**src/rtl/qspi_pkg.sv**
```systemverilog
// Shared types and constants for the quad-SPI execute-in-place controller.
// Holds the controller state encoding and the fixed flash-protocol sizes.
package qspi_pkg;

    typedef enum logic [2:0] {
        IDLE,
        CMD,
        ADDR,
        DUMMY,
        DATA,
        DONE,
        CSHI
    } state_e;

    localparam logic [7:0] CMD_QUAD_IO_READ = 8'hEB;
    localparam logic [3:0] MODE_NIBBLE      = 4'h0;

    localparam int CMD_BITS    = 8;
    localparam int ADDR_SCK    = 6;
    localparam int DATA_SCK    = 8;
    localparam int CS_HIGH_CYC = 4;
    localparam int MODE_SCK    = 2;

    // Flash returns bytes in ascending address order; the bus is little-endian.
    function automatic logic [31:0] bswap32(input logic [31:0] v);
        return {v[7:0], v[15:8], v[23:16], v[31:24]};
    endfunction

endpackage

```
**src/rtl/qspi_shreg.sv**
```systemverilog
// Loadable left-shift register, 1-bit or 4-bit per shift.
// MSB feeds the flash IO lines; the LSB end collects sampled IO nibbles.
module qspi_shreg #(
    parameter int W = 32
) (
    input  logic         aclk,
    input  logic         aresetn,
    input  logic         load,
    input  logic [W-1:0] load_val,
    input  logic         shift,
    input  logic         quad,
    input  logic [3:0]   sin,
    output logic [W-1:0] q
);

    logic [W-1:0] sr_q;
    logic [W-1:0] sr_d;

    // Load has priority; otherwise shift one bit or one nibble.
    always_comb begin
        sr_d = sr_q;
        if (load) begin
            sr_d = load_val;
        end else if (shift) begin
            sr_d = quad ? {sr_q[W-5:0], sin} : {sr_q[W-2:0], sin[0]};
        end
    end

    // Shift register state.
    always_ff @(posedge aclk or negedge aresetn) begin
        if (!aresetn) begin
            sr_q <= '0;
        end else begin
            sr_q <= sr_d;
        end
    end

    assign q = sr_q;

endmodule

```
**src/rtl/qspi_xip_ctrl.sv**
```systemverilog
// Avalon-MM read port mapped onto a quad-IO (0xEB) flash read.
// One read in flight; each SCK bit spans two aclk cycles.
module qspi_xip_ctrl
    import qspi_pkg::*;
#(
    parameter int AW           = 22,
    parameter int DW           = 32,
    parameter int SPI_W        = 4,
    parameter int DUMMY_CYCLES = 4
) (
    input  logic              aclk,
    input  logic              aresetn,
    input  logic [AW-1:0]     address,
    input  logic              read,
    input  logic              write,
    input  logic [DW-1:0]     writedata,
    input  logic [DW/8-1:0]   byteenable,
    output logic              waitrequest,
    output logic [DW-1:0]     readdata,
    output logic              readdatavalid,
    output logic              idle,
    output logic              SCK,
    output logic              CSn,
    input  logic [SPI_W-1:0]  MISO,
    output logic [SPI_W-1:0]  MOSI,
    output logic [SPI_W-1:0]  mosi_oe
);

    state_e        state_q, state_d;
    state_e        seg_next;
    logic [5:0]    cnt_q, cnt_d;
    logic [5:0]    seg_last;
    logic          phase_q, phase_d;
    logic          rdy_q, rdy_d;
    logic [DW-1:0] rdata_q, rdata_d;

    logic          sr_load;
    logic          sr_shift;
    logic          sr_quad;
    logic [31:0]   sr_q;
    logic [23:0]   byte_addr;

    // Writes are acknowledged and dropped, so their payload is never looked at.
    logic unused_ok;
    assign unused_ok = ^{write, writedata, byteenable};

    assign byte_addr = 24'({address, 2'b00});
    assign sr_quad   = (state_q != CMD);

    qspi_shreg #(.W(32)) u_shreg (
        .aclk     (aclk),
        .aresetn  (aresetn),
        .load     (sr_load),
        .load_val ({CMD_QUAD_IO_READ, byte_addr}),
        .shift    (sr_shift),
        .quad     (sr_quad),
        .sin      (MISO),
        .q        (sr_q)
    );

    // State, bit counter, SCK phase, ready and captured read data.
    always_ff @(posedge aclk or negedge aresetn) begin
        if (!aresetn) begin
            state_q <= IDLE;
            cnt_q   <= '0;
            phase_q <= 1'b0;
            rdy_q   <= 1'b0;
            rdata_q <= '0;
        end else begin
            state_q <= state_d;
            cnt_q   <= cnt_d;
            phase_q <= phase_d;
            rdy_q   <= rdy_d;
            rdata_q <= rdata_d;
        end
    end

    // Length and successor of each SCK-driven segment.
    always_comb begin
        seg_last = 6'(CMD_BITS - 1);
        seg_next = ADDR;
        unique case (state_q)
            ADDR: begin
                seg_last = 6'(ADDR_SCK - 1);
                seg_next = DUMMY;
            end
            DUMMY: begin
                seg_last = 6'(DUMMY_CYCLES - 1);
                seg_next = DATA;
            end
            DATA: begin
                seg_last = 6'(DATA_SCK - 1);
                seg_next = DONE;
            end
            default: ;
        endcase
    end

    // Next state: bits advance on the edge that ends the SCK-high phase.
    always_comb begin
        state_d  = state_q;
        cnt_d    = cnt_q;
        phase_d  = phase_q;
        rdy_d    = 1'b1;
        rdata_d  = rdata_q;
        sr_load  = 1'b0;
        sr_shift = 1'b0;
        unique case (state_q)
            IDLE: begin
                if (rdy_q && read) begin
                    state_d = CMD;
                    cnt_d   = '0;
                    phase_d = 1'b0;
                    sr_load = 1'b1;
                end
            end
            CMD, ADDR, DUMMY, DATA: begin
                phase_d = ~phase_q;
                if (phase_q) begin
                    sr_shift = (state_q != DUMMY);
                    if (cnt_q == seg_last) begin
                        cnt_d   = '0;
                        state_d = seg_next;
                        if (state_q == DATA) begin
                            rdata_d = DW'(bswap32({sr_q[27:0], MISO}));
                        end
                    end else begin
                        cnt_d = cnt_q + 6'd1;
                    end
                end
            end
            DONE: begin
                state_d = CSHI;
                cnt_d   = '0;
            end
            CSHI: begin
                if (cnt_q == 6'(CS_HIGH_CYC - 1)) begin
                    state_d = IDLE;
                    cnt_d   = '0;
                end else begin
                    cnt_d = cnt_q + 6'd1;
                end
            end
            default: state_d = IDLE;
        endcase
    end

    // Flash pins and bus handshake decoded from the current state.
    always_comb begin
        CSn     = 1'b1;
        SCK     = 1'b0;
        MOSI    = '0;
        mosi_oe = '0;
        unique case (state_q)
            CMD: begin
                CSn     = 1'b0;
                SCK     = phase_q;
                MOSI    = {{(SPI_W-1){1'b0}}, sr_q[31]};
                mosi_oe = {{(SPI_W-1){1'b0}}, 1'b1};
            end
            ADDR: begin
                CSn     = 1'b0;
                SCK     = phase_q;
                MOSI    = sr_q[31:28];
                mosi_oe = '1;
            end
            DUMMY: begin
                CSn = 1'b0;
                SCK = phase_q;
                if (cnt_q < 6'(MODE_SCK)) begin
                    MOSI    = MODE_NIBBLE;
                    mosi_oe = '1;
                end
            end
            DATA: begin
                CSn = 1'b0;
                SCK = phase_q;
            end
            default: ;
        endcase
    end

    assign idle          = (state_q == IDLE) && rdy_q;
    assign waitrequest   = !idle;
    assign readdatavalid = (state_q == DONE);
    assign readdata      = rdata_q;

endmodule

```
**config.mk**
```make
export PLATFORM = sky130hd
export DESIGN_NAME = qspi_xip_ctrl
export DESIGN_NICKNAME = d
export VERILOG_FILES = /design/src/rtl/qspi_pkg.sv /design/src/rtl/qspi_shreg.sv /design/src/rtl/qspi_xip_ctrl.sv
export SDC_FILE = /design/constraint.sdc
export NUM_CORES = 1
export LEC_CHECK = 0
export CAP_MARGIN = 20
export CORE_MARGIN = 10
export CORE_UTILIZATION = 40
export CTS_BUF_LIST = sky130_fd_sc_hd__clkbuf_4
export CTS_CLUSTER_DIAMETER = 30
export CTS_CLUSTER_SIZE = 10
export DETAILED_ROUTE_END_ITERATION = 12
export HOLD_SLACK_MARGIN = 0.06
export PLACE_DENSITY_LB_ADDON = 0.3
export SLEW_MARGIN = 40
export SYNTH_ARGS = -nofsm -noshare
export SYNTH_HDL_FRONTEND = slang
export SYNTH_SLANG_ARGS = --single-unit
```
**constraint.sdc**
```tcl
create_clock -name aclk -period 5.1 [get_ports aclk]
set_clock_uncertainty 0.15 [all_clocks]
set_input_delay 0.51 -clock aclk [delete_from_list [all_inputs] [get_ports aclk]]
set_output_delay 0.51 -clock aclk [all_outputs]
set_load 0.05 [all_outputs]
```
==> results.sh, run 1 <==
export IMPL_outcome="completed"
export IMPL_postRouteAntennaNets=0
export IMPL_cp_max_fo=5
export IMPL_drc_errors=0
export IMPL_hold_ws_ns=0.371
export IMPL_coreArea_mm2=0.00968
export IMPL_synth_avg_cell_area_um2=10.6
export IMPL_worstPathRequired_ns=4.44
export IMPL_arrival_ns=2.62
export IMPL_synth_area_leaders="dfrtp_1 (48%), mux2i_1 (8.4%), mux2_4 (7.6%)"
export IMPL_grt_max_degree=76
export IMPL_viasPerCell=5.07
export IMPL_fill_cells=916
export IMPL_hp_class="register to register"
export IMPL_setup_tns_ns=0
export IMPL_wl_per_cell_um=15.7
export IMPL_worstRegToRegCells=6
export IMPL_initial_core_util=0.407
export IMPL_num_antenna_cells=0
export IMPL_cap_viol_max_count=0
export IMPL_grt_overflow=0
export IMPL_irDropWorstVdd_mv=0.338
export IMPL_worstMarginPinSlew_ns=0.796
export IMPL_area_sequential_mm2=0.00188
export IMPL_async_flop_share=1.00
export IMPL_chipWidth_um=119
export IMPL_hold_path_startpoint="readdata[19]$_DFFE_PN0P_"
export IMPL_synth_area_mm2=0.00394
export IMPL_tritoncts="built"
export IMPL_antenna_found_initial=0
export IMPL_grt_pass1_wl_mm=15.2
export IMPL_multi_input_area_mm2=0.00188
export IMPL_start_kind="register"
export IMPL_synth_top_area_share=0.476
export IMPL_synth_top_area_cell="dfrtp_1"
export IMPL_numCtsBuffers=9
export IMPL_period_share=0.642
export IMPL_crit_type="register to primary output"
export IMPL_final_max_slew_viol_count=0
export IMPL_max_freq_mhz=305
export IMPL_grt_use_total=0.128
export IMPL_clkTransAtPathRegs_ns=0.14
export IMPL_finalPower_uw=2690
export IMPL_cts_buffer_depth=2
export IMPL_synth_cell_types=49
export IMPL_rr_startpoint="state_q[0]$_DFFE_PN0P_"
export IMPL_num_rows=36
export IMPL_fin_nets=502
export IMPL_netlist_instances=372
export IMPL_p_per_area_mw_per_mm2=551
export IMPL_syn_to_final_growth_pct=24.3
export IMPL_dieArea_mm2=0.0142
export IMPL_fin_crit_ns=3.28
export IMPL_cp_end_kind="primary output"
export IMPL_r2r_setup_slack_ns=2.27
export IMPL_relSlewSlack=0.469
export IMPL_whs_endpoint="readdata[19]$_DFFE_PN0P_"
export IMPL_grt_pass1_vias=2976
export IMPL_place_gp_congestion=0.815
export IMPL_synthFlopType="dfrtp_1"
export IMPL_synth_edf_count=0
export IMPL_dieHeight_um=119
export IMPL_cts_htree_levels=3
export IMPL_r2r_end="readdata[1]$_DFFE_PN0P_"
export IMPL_setup_viol=0
export IMPL_ys_warnings_count=0
export IMPL_io_buffers=73
export IMPL_hold_depth=1
export IMPL_cts_root_buffer="clkbuf_4"
export IMPL_drive_gt1_frac=0.145
export IMPL_via_count=2905
export IMPL_cts_resized_gates=0
export IMPL_hold_violations=0
export IMPL_postRouteWirelength_mm=9.02
export IMPL_startpoint="cnt_q[3]$_DFFE_PN0P_"
export IMPL_dp_hpwl_mm=6.39
export IMPL_seq_area_frac_synth=0.476
export IMPL_first_pass_iters=4
export IMPL_clk_latency_ns=0.42
export IMPL_dr_first_iter_drc_count=136
export IMPL_p_leak_uw=0.00207
export IMPL_ios=111
export IMPL_cts_sinks=75
export IMPL_synth_nets=439
export IMPL_ys_ff_latch=75
export IMPL_rsz0062_at_grt="no"
-- worst max-delay path by stage --
stage / end / slack (ns) / depth (start not counted)
after floorplan: mosi_oe[0] / 2.21 / 4
after global placement: readdata[15]$_DFFE_PN0P_ / 1.93 / 6
after detailed placement: mosi_oe[0] / 2.26 / 5
after CTS: mosi_oe[0] / 1.77 / 5
after global routing: MOSI[0] / 1.62 / 4
final: mosi_oe[0] / 1.82 / 5
-- timing repair --
| action | in CTS | in global routing |
|---|---|---|
| setup buffers | 0 | 0 |
| hold endpoints to repair | 75 | 0 |
| hold buffers | 1 | 0 |
-- stage by stage --
step	area (µm²)	std cells	worst slack, ns	util
final	4890	573	1.82	0.505
after global routing	4890	573	1.62	0.505
after CTS	4890	573	1.77	0.505
after detailed placement	4720	556	2.26	0.487
after global placement	4700	555	1.93	0.485
after floorplan	3940	372	2.21	-
-- critical path, stage by stage (launching register included) --
cell and delay [ns]:
dfrtp_1 0.44, or3_4 0.45, nor3_1 0.14, nor2_1 0.08
a211oi_1 0.24, clkdlybuf4s50_1 0.86
-- cell type report --
class | count | area share
clock buffer | 9 | 0.0138
clock inverter | 7 | 0.0199
inverter | 5 | 0.00383
multi-input combinational | 265 | 0.384
sequential | 75 | 0.383
tap | 133 | 0.0340
timing repair buffer | 79 | 0.161
-- cell usage in the layout (no fill, tap or decap), types with 2 or more instances in the layout --
master / synthesis / layout
a21oi_1: 31 / 31
and2_1: 3 / 3
and3_1: 4 / 4
buf_4: 8 / 4
bufinv_16: 0 / 2
clkbuf_4: 0 / 9
clkdlybuf4s50_1: 0 / 72
dfrtp_1: 75 / 75
inv_1: 5 / 5
inv_6: 0 / 3
mux2_2: 12 / 12
mux2_4: 20 / 20
mux2i_1: 33 / 33
nand2_1: 37 / 37
nand2b_1: 2 / 2
nand3_1: 5 / 5
nor2_1: 36 / 36
nor2b_1: 2 / 2
nor3_1: 4 / 4
o211ai_1: 8 / 8
o21ai_0: 14 / 14
o21ai_1: 23 / 23
o31ai_1: 3 / 3
or3_1: 2 / 2
-- routing by layer --
layer  track usage  vias up  routed length (µm)
li1              -     1440                   -
met1         0.163     1407                4080
met2         0.203       54                4370
met3        0.0368        4                 520
met4        0.0458        0                  53
met5             0        -                   0
-- sequential cells by signal, summed over array words and instances (netlist names) --
register   cells
rdy_q          1
u_shreg.q     32
cnt_q          6
readdata      32
phase_q        1
state_q        3
-- Yosys cell counts, types with 2 or more instances --
cell type,instances
dfrtp_1,75
o211ai_1,8
nor2_1,36
nand2b_1,2
and2_1,3
nor2b_1,2
nor3_1,4
and3_1,4
nand3_1,5
buf_4,8
mux2i_1,33
clkbuf_1,4
o21ai_1,23
mux2_4,20
mux2_2,12
buf_6,3
inv_1,5
buf_2,12
o21ai_0,14
or3_1,2
nand2_1,37
o31ai_1,3
a21oi_1,31
-- where the power goes --
| part | total [µW] | switching [µW] | internal (µW) |
|---|---|---|---|
| Sequential | 977 | 230 | 746 |
| Clock | 427 | 224 | 202 |
| Combinational | 1290 | 772 | 520 |
| Total | 2690 | 1230 | 1470 |
-- cells by family after synthesis --
| kind of cell | after synthesis | share of synthesized area |
|---|---|---|
| simple gates | 106 | 0.130 |
| compound gates | 90 | 0.143 |
| flops | 75 | 0.476 |
| mux | 66 | 0.197 |
| buf+inv | 32 | 0.0476 |
| fa+ha+maj | 1 | 0.00318 |
| other cells | 1 | 0.000952 |
| xor+xnor | 1 | 0.00222 |
(Power assumes the default switching activity.)
==> run 2: changes to the inputs <==
clock period = 3.3 ns   (was 5.1 ns; I/O delays follow)
==> run 2 against run 1 <==
  * Sequential cell count stayed put
  * Combinational power is 54% higher
  * Total power rose by 51%
  * First-iteration DRC count down 24%
  * Via count up 0.96%
  * Final cell count fell by 0.17%
  * Hold slack worse by 0.071 ns
  * Clock-buffer cell count stayed put
  * Register-to-register slack lost 1.5 ns
  * Cell area down 0.61%
  * Critical endpoint unchanged
  * Highest routed layer unchanged
==> results.sh, run 2 (same netlist as run 1, synthesis figures left out) <==
export IMPL_cts_buffer_depth=2
export IMPL_place_gp_congestion=0.817
export IMPL_syn_to_final_growth_pct=23.5
export IMPL_antenna_found_initial=1
export IMPL_gr_usage_met2=0.186
export IMPL_grt_use_total=0.124
export IMPL_clk_latency_ns=0.40
export IMPL_placed_area_mm2=0.00472
export IMPL_max_freq_mhz=325
export IMPL_postRouteAntennaNets=0
export IMPL_wl_per_cell_um=15.5
export IMPL_hold_buffers=1
export IMPL_finalPower_uw=4060
export IMPL_cts_sinks=75
export IMPL_final_cell_mix="dfrtp_1 (75), clkdlybuf4s50_1 (72), nand2_1 (37)"
export IMPL_cpMaxStageDelayCell="clkdlybuf4s50_1"
export IMPL_arrival_ns=2.59
export IMPL_setup_tns_ns=0
export IMPL_cp_end_kind="primary output"
export IMPL_hp_class="primary input to register"
export IMPL_cts_resized_gates=0
export IMPL_cts_root_buffer="clkbuf_4"
export IMPL_drive_gt1_frac=0.144
export IMPL_layout_commonest_cell="dfrtp_1"
export IMPL_drc_errors=0
export IMPL_grt_max_degree=76
export IMPL_chipWidth_um=119
export IMPL_crit_type="register to primary output"
export IMPL_grt_pass1_vias=2859
export IMPL_dr_first_iter_drc_count=104
export IMPL_hold_violations=0
export IMPL_met3_usage=0.0373
export IMPL_worstMarginPinSlew_ns=0.791
export IMPL_dp_hpwl_mm=6.15
export IMPL_numCtsBuffers=9
export IMPL_dieHeight_um=119
export IMPL_met1_usage=0.162
export IMPL_coreArea_mm2=0.00968
export IMPL_path_cells="or3_4 > nor3_1 > nor2_1 > a211oi_1 > clkdlybuf4s50_1"
export IMPL_grt_overflow=0
export IMPL_dieArea_mm2=0.0142
export IMPL_worstPathRequired_ns=2.82
export IMPL_io_buffers=73
export IMPL_num_rows=36
export IMPL_p_leak_uw=0.00205
export IMPL_tritoncts="built"
export IMPL_period_share=0.931
export IMPL_stdcell_area_mm2=0.00486
export IMPL_cp_max_fo=5
export IMPL_cap_viol_max_count=0
export IMPL_p_per_area_mw_per_mm2=835
export IMPL_fin_nets=501
export IMPL_rsz0062_at_grt="no"
export IMPL_setup_viol=0
export IMPL_initial_core_util=0.407
export IMPL_final_max_slew_viol_count=0
export IMPL_finalCoreUtilization=0.502
export IMPL_outcome="completed"
export IMPL_postRouteWirelength_mm=8.87
export IMPL_relSlewSlack=0.473
export IMPL_ios=111
export IMPL_via_count=2933
export IMPL_clkTransAtPathRegs_ns=0.13
export IMPL_fill_cells=888
export IMPL_start_kind="register"
export IMPL_irDropWorstVdd_mv=0.577
export IMPL_fin_crit_ns=3.07
export IMPL_viasPerCell=5.13
export IMPL_gr_max_usage_layer="met2"
export IMPL_first_pass_iters=4
export IMPL_cts_htree_levels=3
export IMPL_cts_setup_buffers=0
export IMPL_max_stage_delay_ns=0.85
export IMPL_grt_pass1_wl_mm=14.6
-- run 2: cell count changes in the layout (fill, tap and decap cells not counted) --
cell,delta
buf_8,-1
buf_12,+1
clkinv_1,-1
diode_2,+1
clkinv_4,+2
inv_6,-3
clkinvlp_4,+1
bufinv_16,-1
buf_4,-1
clkinv_2,+1
-- run 2: critical path, delay by kind of cell, from the launching register on --
family	cells	cell delay, ns
AND/OR/NAND/NOR	3	0.67
flip-flops	1	0.44
buffers and inverters	1	0.85
AO/OA/AOI/OAI	1	0.22
-- run 2: cell type report --
type                    count  area (µm²)  area share
diodes                      1        2.50    0.000514
clock buffers               9        67.6      0.0139
clock inverters             6        67.6      0.0139
inverters                   5        18.8     0.00386
multi-input cells         265        1880       0.387
flip-flops and latches     75        1880       0.386
well taps                 133         166      0.0342
repair buffers             78         785       0.161
-- run 2: report_power, final --
part,switching [µW],internal (µW),leakage [µW]
sequential,361,1150,0.000994
combinational,1180,803,0.000987
clock,332,228,0.0000680
-- run 2: per-stage QoR --
stage | setup WS (ns) | cells | hold slack, ns
after detailed placement | 0.656 | 555 | 0.262
after global routing | 0.0670 | 572 | 0.301
after global placement | 0.674 | 555 | 0.322
after floorplan | 0.589 | 372 | -0.116
final | 0.227 | 572 | 0.300
after CTS | 0.173 | 571 | 0.272
-- run 2: per-layer routing --
metal | wire, µm | part of all wire
met1 | 4050 | 0.46
met2 | 4110 | 0.46
met3 | 544 | 0.061
met4 | 156 | 0.018
met5 | 0 | 0
-- run 2: worst paths after layout --
kind | depth (start not counted) | slack, ns | to | startpoint
worst min register to register | 1 | 0.37 | readdata[17]$_DFFE_PN0P_ | readdata[17]$_DFFE_PN0P_
worst max register to register | 6 | 0.78 | u_shreg.q[17]$_DFFE_PN0P_ | state_q[2]$_DFFE_PN0P_
max in group asynchronous | 2 | 2.19 | cnt_q[0]$_DFFE_PN0P_ | aresetn
worst min-delay path | 3 | 0.30 | u_shreg.q[4]$_DFFE_PN0P_ | address[2]
worst max-delay path | 5 | 0.23 | mosi_oe[0] | cnt_q[3]$_DFFE_PN0P_
min in group asynchronous | 2 | 0.35 | readdata[0]$_DFFE_PN0P_ | aresetn
